===== config.mk =====
export PLATFORM = sky130hd
export DESIGN_NAME = c1_csum_check
export DESIGN_NICKNAME = d
export VERILOG_FILES = /design/src/rtl/c1_csum_check.sv
export SDC_FILE = /design/constraint.sdc
export NUM_CORES = 1
export LEC_CHECK = 0
export ABC_AREA = 1
export BUFFER_PORTS_ARGS = -buffer_cell sky130_fd_sc_hd__buf_2
export CORE_MARGIN = 1
export CORE_UTILIZATION = 53
export CTS_BUF_LIST = sky130_fd_sc_hd__clkbuf_8
export CTS_CLUSTER_SIZE = 25
export DETAILED_ROUTE_END_ITERATION = 8
export PLACE_DENSITY = 0.79
export SLEW_MARGIN = 10
export SYNTH_ARGS = -nofsm -noshare
export SYNTH_HDL_FRONTEND = slang
export SYNTH_SLANG_ARGS = --single-unit
export TNS_END_PERCENT = 20

===== constraint.sdc =====
create_clock -name clk -period 2.5 [get_ports clk]
set_clock_uncertainty 0.2 [all_clocks]
set_input_delay 0.375 -clock clk [delete_from_list [all_inputs] [get_ports clk]]
set_output_delay 0.375 -clock clk [all_outputs]
set_load 0.005 [all_outputs]

===== src/rtl/c1_csum_check.sv =====
// c1_csum_check: receive-side one's-complement checksum checker.
// Consumes a packet of W-bit words (the last one is the sender's checksum)
// and folds every word into an end-around-carry accumulator. A packet
// passes when the final sum is all-ones (negative zero) and the packet did
// not exceed MAX_WORDS. One packet is in flight at a time.
//
// Handshake: a beat transfers on a rising clk edge when in_valid and
// in_ready are both high; in_data/in_last are ignored on any other edge.
// The source must hold in_valid/in_data/in_last until the beat transfers.
// in_ready is registered: low in reset, low for the single DONE cycle,
// high otherwise.
//
// The FSM state is the enum signal 'state' (IDLE/ACC/DONE), kept as a
// named signal so checkers can bind to it directly.
module c1_csum_check #(
    parameter int W         = 8,
    parameter int CNT_W     = 8,
    parameter int MAX_WORDS = 255
) (
    input  logic             clk,
    input  logic             rst_n,
    input  logic             in_valid,
    output logic             in_ready,
    input  logic [W-1:0]     in_data,
    input  logic             in_last,
    output logic             done,
    output logic             pass,
    output logic             err_len,
    output logic [W-1:0]     sum_out,
    output logic [CNT_W-1:0] word_cnt
);

    typedef enum logic [1:0] {
        S_IDLE = 2'd0,
        S_ACC  = 2'd1,
        S_DONE = 2'd2
    } state_t;

    localparam logic [CNT_W-1:0] CNT_SAT = {CNT_W{1'b1}};
    localparam logic [CNT_W-1:0] MAX_CNT = CNT_W'(MAX_WORDS);
    localparam logic [W-1:0]     ALL_ONE = {W{1'b1}};

    state_t           state;
    logic [W-1:0]     acc;
    logic             len_over;

    logic             accept;
    logic [W:0]       sum_wide;
    logic [W-1:0]     acc_next;
    logic [CNT_W-1:0] cnt_inc;
    logic             over_next;

    // Datapath: end-around-carry add of the incoming word, counter step
    // and length-overflow lookahead for the word being accepted.
    always_comb begin
        accept    = in_valid & in_ready;
        sum_wide  = {1'b0, acc} + {1'b0, in_data};
        // Folding the single carry back in cannot overflow again: the
        // largest W-bit sum-with-carry is 2^(W+1)-2, which folds to 2^W-1.
        acc_next  = sum_wide[W-1:0] + {{(W-1){1'b0}}, sum_wide[W]};
        cnt_inc   = (word_cnt == CNT_SAT) ? word_cnt : word_cnt + CNT_W'(1);
        // word_cnt still holds the count before this word, so reaching
        // MAX_CNT means the accepted word is one past the limit.
        over_next = len_over | (word_cnt >= MAX_CNT);
    end

    // Packet FSM with registered handshake, verdict and status outputs.
    always_ff @(posedge clk or negedge rst_n) begin
        if (!rst_n) begin
            state    <= S_IDLE;
            acc      <= '0;
            len_over <= 1'b0;
            word_cnt <= '0;
            in_ready <= 1'b0;
            done     <= 1'b0;
            pass     <= 1'b0;
            err_len  <= 1'b0;
            sum_out  <= '0;
        end else begin
            case (state)
                S_IDLE: begin
                    in_ready <= 1'b1;
                    done     <= 1'b0;
                    if (accept) begin
                        acc      <= in_data;
                        word_cnt <= CNT_W'(1);
                        len_over <= 1'b0;
                        err_len  <= 1'b0;
                        if (in_last) begin
                            // Single-word packet: the word itself is the sum.
                            state    <= S_DONE;
                            in_ready <= 1'b0;
                            done     <= 1'b1;
                            sum_out  <= in_data;
                            pass     <= (in_data == ALL_ONE);
                        end else begin
                            state <= S_ACC;
                        end
                    end
                end
                S_ACC: begin
                    in_ready <= 1'b1;
                    done     <= 1'b0;
                    if (accept) begin
                        acc      <= acc_next;
                        word_cnt <= cnt_inc;
                        len_over <= over_next;
                        if (in_last) begin
                            // Verdict is loaded here so it is visible
                            // during the DONE cycle itself.
                            state    <= S_DONE;
                            in_ready <= 1'b0;
                            done     <= 1'b1;
                            sum_out  <= acc_next;
                            pass     <= (acc_next == ALL_ONE) & ~over_next;
                            err_len  <= over_next;
                        end
                    end
                end
                S_DONE: begin
                    state    <= S_IDLE;
                    in_ready <= 1'b1;
                    done     <= 1'b0;
                end
                default: begin
                    state    <= S_IDLE;
                    in_ready <= 1'b1;
                    done     <= 1'b0;
                end
            endcase
        end
    end

endmodule


# Word-level counts from Yosys, hierarchy flattened
# Cells that the tools add are included.
[totals] register_bits=31 latchBits=0 ramBits=0 romBits=0 output_inout_bits=20 wordCells=68 mem_count=0
[classes] addsub=3 multipliers=0 div_mod_pow=0 magnitude_cmp=1 n_eq_ne=9 shifts=0 muxes=34 n_bitwise=4 reduce_logical=8
[ops] cell="$mux 8" count=9
[ops] cell="$pmux 8 s2" count=3
[ops] cell="$eq 8x8->1 const B" count=3
[ops] cell="$mux 1" count=14
[ops] cell="$ne 2x2->1 const B" count=5
[ops] cell="$add 8x8->9" count=1
[ops] cell="$add 8x1->8" count=1
[ops] cell="$add 8x1->8 const B" count=1
[ops] cell="$ge 8x8->1 const B" count=1
[ops] cell="$mux 2" count=4
[ops] cell="$reduce_and 4->1" count=2
[ops] cell="$pmux 1 s2" count=3
[ops] cell="$reduce_and 3->1" count=2
[ops] cell="$reduce_and 5->1" count=1
[ops] cell="$pmux 2 s2" count=1
[ops] cell="$and 1x1->1" count=2
[ops] cell="$eq 2x1->1 const B" count=1
[ops] cell="$logic_not 2->1" count=1
[ops] cell="$reduce_bool 2->1" count=1
[ops] cell="$reduce_or 2->1" count=1
[ops] cell="$not 1->1" count=1
[ops] cell="$or 1x1->1" count=1

# Logic depth before layout (Yosys ltp)
# Gate-level depths: netlist of the first run.
[depth] ltp_word=7 ltp_mapped=19 ltp_nobuf=19

# Worst setup path after synthesis of the first run
# OpenSTA, ideal clock, no wires.
[synth_timing] kind="in2reg" from="input port in_data[0]" to="register pass" arrival_time_ns=2.488 required_ns=2.227 setup_slack_ns=-0.261 path_stages=16 n_path_buf=0 path_cell_list="ha_1 -> fa_1 -> nand2_1 -> nand3_1 -> a21oi_1 -> o21bai_1 -> ha_1 -> ha_1 -> nand3_1 -> nor2_1 -> nand2_1 -> nor2_1 -> nand2_1 -> nor2_1 -> nand3_1 -> a21oi_2"
[synth_between] elab_chain_cells=7
[synth_lines] item="start, declared" line="24" text="input logic [W-1:0] in_data,"
[synth_lines] item="$add 8x8->9" line="57" text="sum_wide = {1'b0, acc} + {1'b0, in_data};"
[synth_lines] item="$add 8x1->8" line="60" text="acc_next = sum_wide[W-1:0] + {{(W-1){1'b0}}, sum_wide[W]};"
[synth_lines] item="$eq 8x8->1" line="115" text="pass <= (acc_next == ALL_ONE) & ~over_next;"
[synth_lines] item="$and 1x1->1" line="115"
[synth_lines] item="$mux 1" line="108" text="if (in_last) begin"
[synth_lines] item="$mux 1" line="104" text="if (accept) begin"
[synth_lines] item="$pmux 1 s2 *" line="80" text="case (state)"
[synth_lines] item="end signal, assigned" line="95" text="pass <= (in_data == ALL_ONE);"
[synth_lines] item="end signal, assigned" line="115"
[synth_lines] item="end, declared" line="27" text="output logic pass,"
# Mark *: on every way between the ends. The rest lies on a longest branch, timed or not. The select of a mux whose other input is x is not followed.
# A chain may end at the register's enable or synchronous reset.

# Worst setup path after layout of the first run
[layout_timing] from="register acc[0]" to="register pass"
[layout_between] elab_chain_cells=7
[layout_lines] item="start, declared" line="44" text="logic [W-1:0] acc;"
[layout_lines] item="start signal, assigned" line="85" text="acc <= in_data;"
[layout_lines] item="start signal, assigned" line="105" text="acc <= acc_next;"
[layout_lines] item="$add 8x8->9" line="57"
[layout_lines] item="$add 8x1->8" line="60"
[layout_lines] item="$eq 8x8->1" line="115"
[layout_lines] item="$and 1x1->1" line="115"
[layout_lines] item="$mux 1" line="108"
[layout_lines] item="$mux 1" line="104"
[layout_lines] item="$pmux 1 s2" line="80"
# Every way passes these cells. The select of a mux whose other input is x is not followed.

==> results of run 1 <==
-- kinds of logic (layout without fill, tap and decap cells) --
logic type | count (synthesis) | in the layout | synth area share, %
AND/OR/NAND/NOR | 157 | 157 | 34.5
flip-flops | 31 | 31 | 39.1
adder cells (fa/ha/maj) | 12 | 12 | 7.94
AO/OA/AOI/OAI | 39 | 39 | 10.8
buffers and inverters | 40 | 111 | 7.63
-- placed cells by master (no fill, tap or decap), drive strengths merged, types with 3 or more instances in the layout --
master,count
nand2,84
buf,65
inv,36
dfrtp,31
nand3,31
nor2,30
o21ai,19
a21oi,15
ha,11
clkbuf,6
nand4,3
nor3,3
-- where the power goes --
| group | internal (W) | total [W] | switching (W) |
|---|---|---|---|
| clock network | 0.000322 | 0.000505 | 0.000183 |
| registers | 0.000605 | 0.000690 | 0.0000849 |
| logic | 0.000552 | 0.00123 | 0.000674 |
-- cell usage after synthesis (3+ instances only) --
master   instances  share of area, %
nand3_2          3               1.5
nor2_1          28               5.3
nand2_2          3              0.95
o21ai_0         18               4.5
nand3_1         28               7.1
nand4_1          3              0.95
a21oi_1         14               3.5
nand2_1         81                15
ha_1            11               6.9
dfrtp_1         31                39
nor3_1           3              0.76
inv_1           35               6.6
-- per-stage QoR --
step	cells	util, %	setup slack [ns]	TNS [ns]	hold slack [ns]
finish	396	77.9	-0.336	-2.45	0.128
CTS	394	76.9	-0.232	-1.89	0.125
global route	396	77.9	-0.496	-4.69	0.133
global placement	377	69.0	-0.349	-2.97	0.238
detailed placement	377	69.0	-0.401	-4.38	0.243
floorplan	279	-	-0.137	-0.253	-0.121
-- final timing paths --
check	from	slack [ns]	to	cells past startpoint
max in group asynchronous	rst_n	1.20	acc[6]	2
min in group asynchronous	rst_n	0.47	acc[0]	2
worst min-delay path	in_last	0.13	sum_out[0]	2
worst max-delay path	acc[0]	-0.34	pass	18
worst max register to register	acc[0]	-0.34	pass	18
worst min register to register	sum_out[7]	0.29	sum_out[7]	2
-- final cells by class --
type	instances	area, um2	area share, %
Clock buffer	6	82.6	3.06
Clock inverter	2	35.0	1.30
Inverter	37	139	5.14
Multi-Input combinational cell	208	1190	44.1
Sequential cell	31	776	28.7
Tap cell	46	57.6	2.13
Timing Repair Buffer	66	420	15.6
-- worst max-delay path, stage by stage (launching register included) --
cell and delay, ns:
dfrtp_1 0.41, ha_4 0.18, fa_2 0.36, nand2_2 0.09, nand3_2 0.08, a21oi_2 0.13, o21bai_1 0.08, ha_2 0.20
buf_4 0.14, nand2_2 0.07, nor2_4 0.04, nand3_2 0.09, nor2_4 0.05, nand2_1 0.07, nand2_1 0.08, buf_4 0.14
nor2_1 0.11, nand3_1 0.10, a21oi_2 0.12
-- flip-flops by register name (all words and copies together), names as in the netlist --
signal    cells
word_cnt      8
err_len       1
acc           8
state         2
pass          1
sum_out       8
len_over      1
done          1
in_ready      1
-- routing by layer --
layer | vias up | GRT usage (%)
met5 | - | 0
met4 | 0 | 14.2
met3 | 14 | 9.06
met2 | 77 | 46.9
met1 | 955 | 38.0
li1 | 1039 | -
-- repair_timing --
| action | CTS | global route |
|---|---|---|
| buffers inserted | 8 | 2 |
| resized for setup | 19 | 7 |
| pin swaps | 15 | 3 |
| setup endpoints to repair | 14 | 16 |
| endpoints found under the hold margin | 31 | 0 |
| hold buffers | 1 | 0 |
==> impl_metrics.tcl, run 1 <==
set metrics [dict create \
    outcome "finished with violations" \
    violations "setup timing" \
    avgSynthCellArea_um2 7.11 \
    design.die.area_um2 3990 \
    slew_violations 0 \
    cellPowerDensity_nw_per_um2 895 \
    layout_min_cycle_time_ns 2.84 \
    grt_pass1_wl_um 9100 \
    synthFlopType "dfrtp_1" \
    critPathMaxFanout 3 \
    numClockSinks 31 \
    hpwl_um 3890 \
    grt_antenna_before_repair 0 \
    top_layer "met4" \
    die_h_um 63.2 \
    io_buffers 31 \
    rsz0062_at_grt "true" \
    grt_pass1_vias 2029 \
    final_nets 373 \
    dr_total_vias 2085 \
    wirelength_um 5440 \
    cts_tree "yes" \
    root_buffer "clkbuf_8" \
    route.met3.wl_um 380 \
    setup_violations 13 \
    synth_edf_count 0 \
    max_freq_mhz 353 \
    final-hold-violation-count 0 \
    tightest_slew_ns 0.662 \
    insertedDiodeCount 0 \
    synth_seq_cells 31 \
    fin_ws_ns -0.336 \
    dpl_cell_area_um2 2390 \
    grt_max_degree 32 \
    routabilityCongestion 0.986 \
    dr.pass1.iters 4 \
    critical_path_class "flip-flop to flip-flop" \
    startpoint_type "flip-flop" \
    vdd_drop_max_mv 0.481 \
    pin_count 32 \
    grt_overflow_total 0 \
    core_um2 3470 \
    wl_per_cell_um 13.7 \
    postSynthCellCount 279 \
    cap_violations 0 \
    yosysWarnings 0 \
    p_leak_nw 1.40 \
    drive_gt1_share_pct 30.9 \
    fill_cells 269 \
    yosysSeqAreaShare_pct 39.1 \
    synth_cell_types 29 \
    syn_to_final_growth_pct 36.2 \
    arrival_ns 2.85 \
    die_w_um 63.2 \
    insertion_delay_ns 0.28 \
    drc 0 \
    end_kind "flip-flop" \
    met2_length_um 2540 \
    max_slew_margin_pct 55.9 \
    first_iter_violations 134 \
    gr-usage-all-layers_pct 30.1 \
    fin_crit_sh_pct 113 \
    postRouteAntennaNets 0 \
    htreeDepth 2 \
    met1Wirelength_um 2380 \
    required_ns 2.51 \
    final_cell_area_um2 2700 \
    cts_buffer_depth 2 \
    num_rows 21 \
    syn-num-nets 303 \
    netlist_area_um2 1980 \
    cts-buffers-inserted 5 \
    async_flop_share_pct 100 \
    vias_per_cell 5.27 \
    hp-class "input port to flip-flop" \
    path_clk_slew_ns 0.06 \
    start_util_pct 57.2 \
    total_power_w 0.00242 \
]
No activity file was read; power rests on OpenSTA's default activity.
==> inputs of run 2 (changes only) <==
--- a/config.mk
+++ b/config.mk
@@ -6,12 +6,14 @@
 export NUM_CORES = 1
 export LEC_CHECK = 0
 export ABC_AREA = 1
+export ABC_CLOCK_PERIOD_IN_PS = 2500
 export BUFFER_PORTS_ARGS = -buffer_cell sky130_fd_sc_hd__buf_2
 export CORE_MARGIN = 1
 export CORE_UTILIZATION = 53
 export CTS_BUF_LIST = sky130_fd_sc_hd__clkbuf_8
 export CTS_CLUSTER_SIZE = 25
 export DETAILED_ROUTE_END_ITERATION = 8
+export MAX_ROUTING_LAYER = met4
 export PLACE_DENSITY = 0.79
 export SLEW_MARGIN = 10
 export SYNTH_ARGS = -nofsm -noshare
==> run 2 against run 1 <==
The flow still finishes with violations (setup timing). Sequential power hardly changed. Combinational power barely moved. Sequential cell count is the same. Register-to-register slack is essentially flat. Core utilization did not move. Total power is 0.30% higher. Wire length rose by 0.46%. Critical path depth stayed put. Critical path type unchanged. Largest cell class unchanged.
==> impl_metrics.tcl, run 2 (same netlist as run 1, synthesis figures left out) <==
set metrics [dict create \
    rsz0062_at_grt "true" \
    gr-usage-all-layers_pct 31.0 \
    wl_per_cell_um 13.8 \
    tns_ns -2.48 \
    tightest_slew_ns 0.662 \
    root_buffer "clkbuf_8" \
    vdd_drop_max_mv 0.481 \
    holdWs_ns 0.125 \
    outcome "finished with violations" \
    layout_common_cells "nand2_1, buf_4, inv_1, dfrtp_1, buf_2" \
    path_clk_slew_ns 0.07 \
    numClockSinks 31 \
    fill_cells 269 \
    seqPwrFrac_pct 28.4 \
    insertedDiodeCount 0 \
    insertion_delay_ns 0.28 \
    violations "setup timing" \
    design.die.area_um2 3990 \
    reg_top3 "acc x8, sum_out x8, word_cnt x8" \
    drive_gt1_share_pct 30.9 \
    power.share.switching_pct 39.0 \
    power.internal_w 0.00148 \
    stdcell_count 396 \
    fin_ws_ns -0.337 \
    required_ns 2.52 \
    fin_crit_sh_pct 113 \
    slowest_delay_ns 0.42 \
    path_cells "ha_4, fa_2, nand2_2, nand3_2, a21oi_2, o21bai_1, ha_2, buf_4, nand2_2, nor2_4, nand3_2, nor2_4, nand2_1, nand2_1, buf_4, nor2_1, nand3_1, a21oi_2" \
    end_kind "flip-flop" \
    arrival_ns 2.85 \
    hp-class "input port to flip-flop" \
    p_comb_share_pct 50.6 \
    cellPowerDensity_nw_per_um2 898 \
    cts_buffer_depth 2 \
    vias_per_cell 5.31 \
    hpwl_um 3890 \
    layout_min_cycle_time_ns 2.84 \
    final-hold-violation-count 0 \
    syn_to_final_growth_pct 36.2 \
    die_w_um 63.2 \
    dp_worst_setup_slack_ns -0.401 \
    dp_cells 377 \
    die_h_um 63.2 \
    grt_pass1_vias 2030 \
    cts-buffers-inserted 5 \
    max_freq_mhz 352 \
    critical_path_class "flip-flop to flip-flop" \
    clock_power_share_pct 21.0 \
    core_um2 3470 \
    cap_violations 0 \
    grt_antenna_before_repair 0 \
    num_rows 21 \
    startpoint_type "flip-flop" \
    wirelength_um 5470 \
    final_common_cell "nand2_1" \
    postRouteAntennaNets 0 \
    io_buffers 31 \
    grt_overflow_total 0 \
    grt_max_degree 32 \
    max_slew_margin_pct 55.9 \
    slew_violations 0 \
    p_leak_nw 1.40 \
    total_power_w 0.00243 \
    cts_tree "yes" \
    routabilityCongestion 1.00 \
    htreeDepth 2 \
    drc 0 \
    start_util_pct 57.2 \
    p_switching_w 0.000948 \
    dr_total_vias 2104 \
    setup_violations 13 \
    pin_count 32 \
    dr.pass1.iters 4 \
    first_iter_violations 130 \
    final_nets 373 \
    grt_pass1_wl_um 9100 \
    slowest_stage "dfrtp_1" \
    critPathMaxFanout 3 \
]
-- run 2: cell counts in the layout (fill, tap and decap cells not counted) --
No cell type changed its count.
-- run 2: worst paths after layout --
kind | cells after the start | from | endpoint | slack [ns]
max | 18 | acc[0] | pass | -0.34
min | 2 | in_last | sum_out[0] | 0.13
max reg2reg | 18 | acc[0] | pass | -0.34
min reg2reg | 2 | sum_out[7] | sum_out[7] | 0.29
max in group asynchronous | 2 | rst_n | acc[2] | 1.20
min in group asynchronous | 2 | rst_n | acc[0] | 0.47
-- run 2: area by class of cell --
type                    instances  area, um2  share of cell area (%)
inverters                      37        139                    5.14
multi-input cells             208       1190                    44.1
well taps                      46       57.6                    2.13
repair buffers                 66        420                    15.6
clock inverters                 2       35.0                    1.30
clock buffers                   6       82.6                    3.06
flip-flops and latches         31        776                    28.7
-- run 2: power groups by stage --
| stage | Clock, W | Sequential [W] | Combinational, W |
|---|---|---|---|
| floorplan | 0 | 0.000678 | 0.000634 |
| global placement | 0 | 0.000685 | 0.000985 |
| detailed placement | 0 | 0.000687 | 0.00101 |
| CTS | 0.000513 | 0.000689 | 0.00114 |
| global route | 0.000538 | 0.000703 | 0.00136 |
| finish | 0.000509 | 0.000690 | 0.00123 |
-- run 2: repair_timing --
action                                  CTS  global route
hold endpoints to repair                 31             0
pin swaps                                15             3
gates resized for setup                  19             7
endpoints found under the setup margin   14            16
gates cloned                              0             0
hold buffers                              1             0
buffers inserted                          8             2
-- run 2: per-stage QoR --
step / instance area, um2 / util [%]
after floorplan: 2010 / -
after CTS: 2670 / 76.9
after global routing: 2700 / 77.9
after global placement: 2390 / 69.0
after detailed placement: 2390 / 69.0
final: 2700 / 77.9
-- run 2: layer usage --
| layer | part of all wire [%] | up-vias | track usage (%) | wire (um) |
|---|---|---|---|---|
| li1 | - | 1041 | - | - |
| met1 | 44 | 959 | 38.1 | 2390 |
| met2 | 47 | 90 | 46.9 | 2560 |
| met3 | 6.8 | 14 | 9.06 | 374 |
| met4 | 2.7 | 0 | 14.2 | 145 |
| met5 | 0 | - | - | 0 |
-- run 2: worst max-delay path: cells and delay by family, from the launching register on --
kind                     cells  cell delay (ns)
AND/OR/NAND/NOR             10             0.78
adder cells (fa/ha/maj)      3             0.74
buffers and inverters        2             0.28
AO/OA/AOI/OAI                3             0.33
flip-flops                   1             0.42
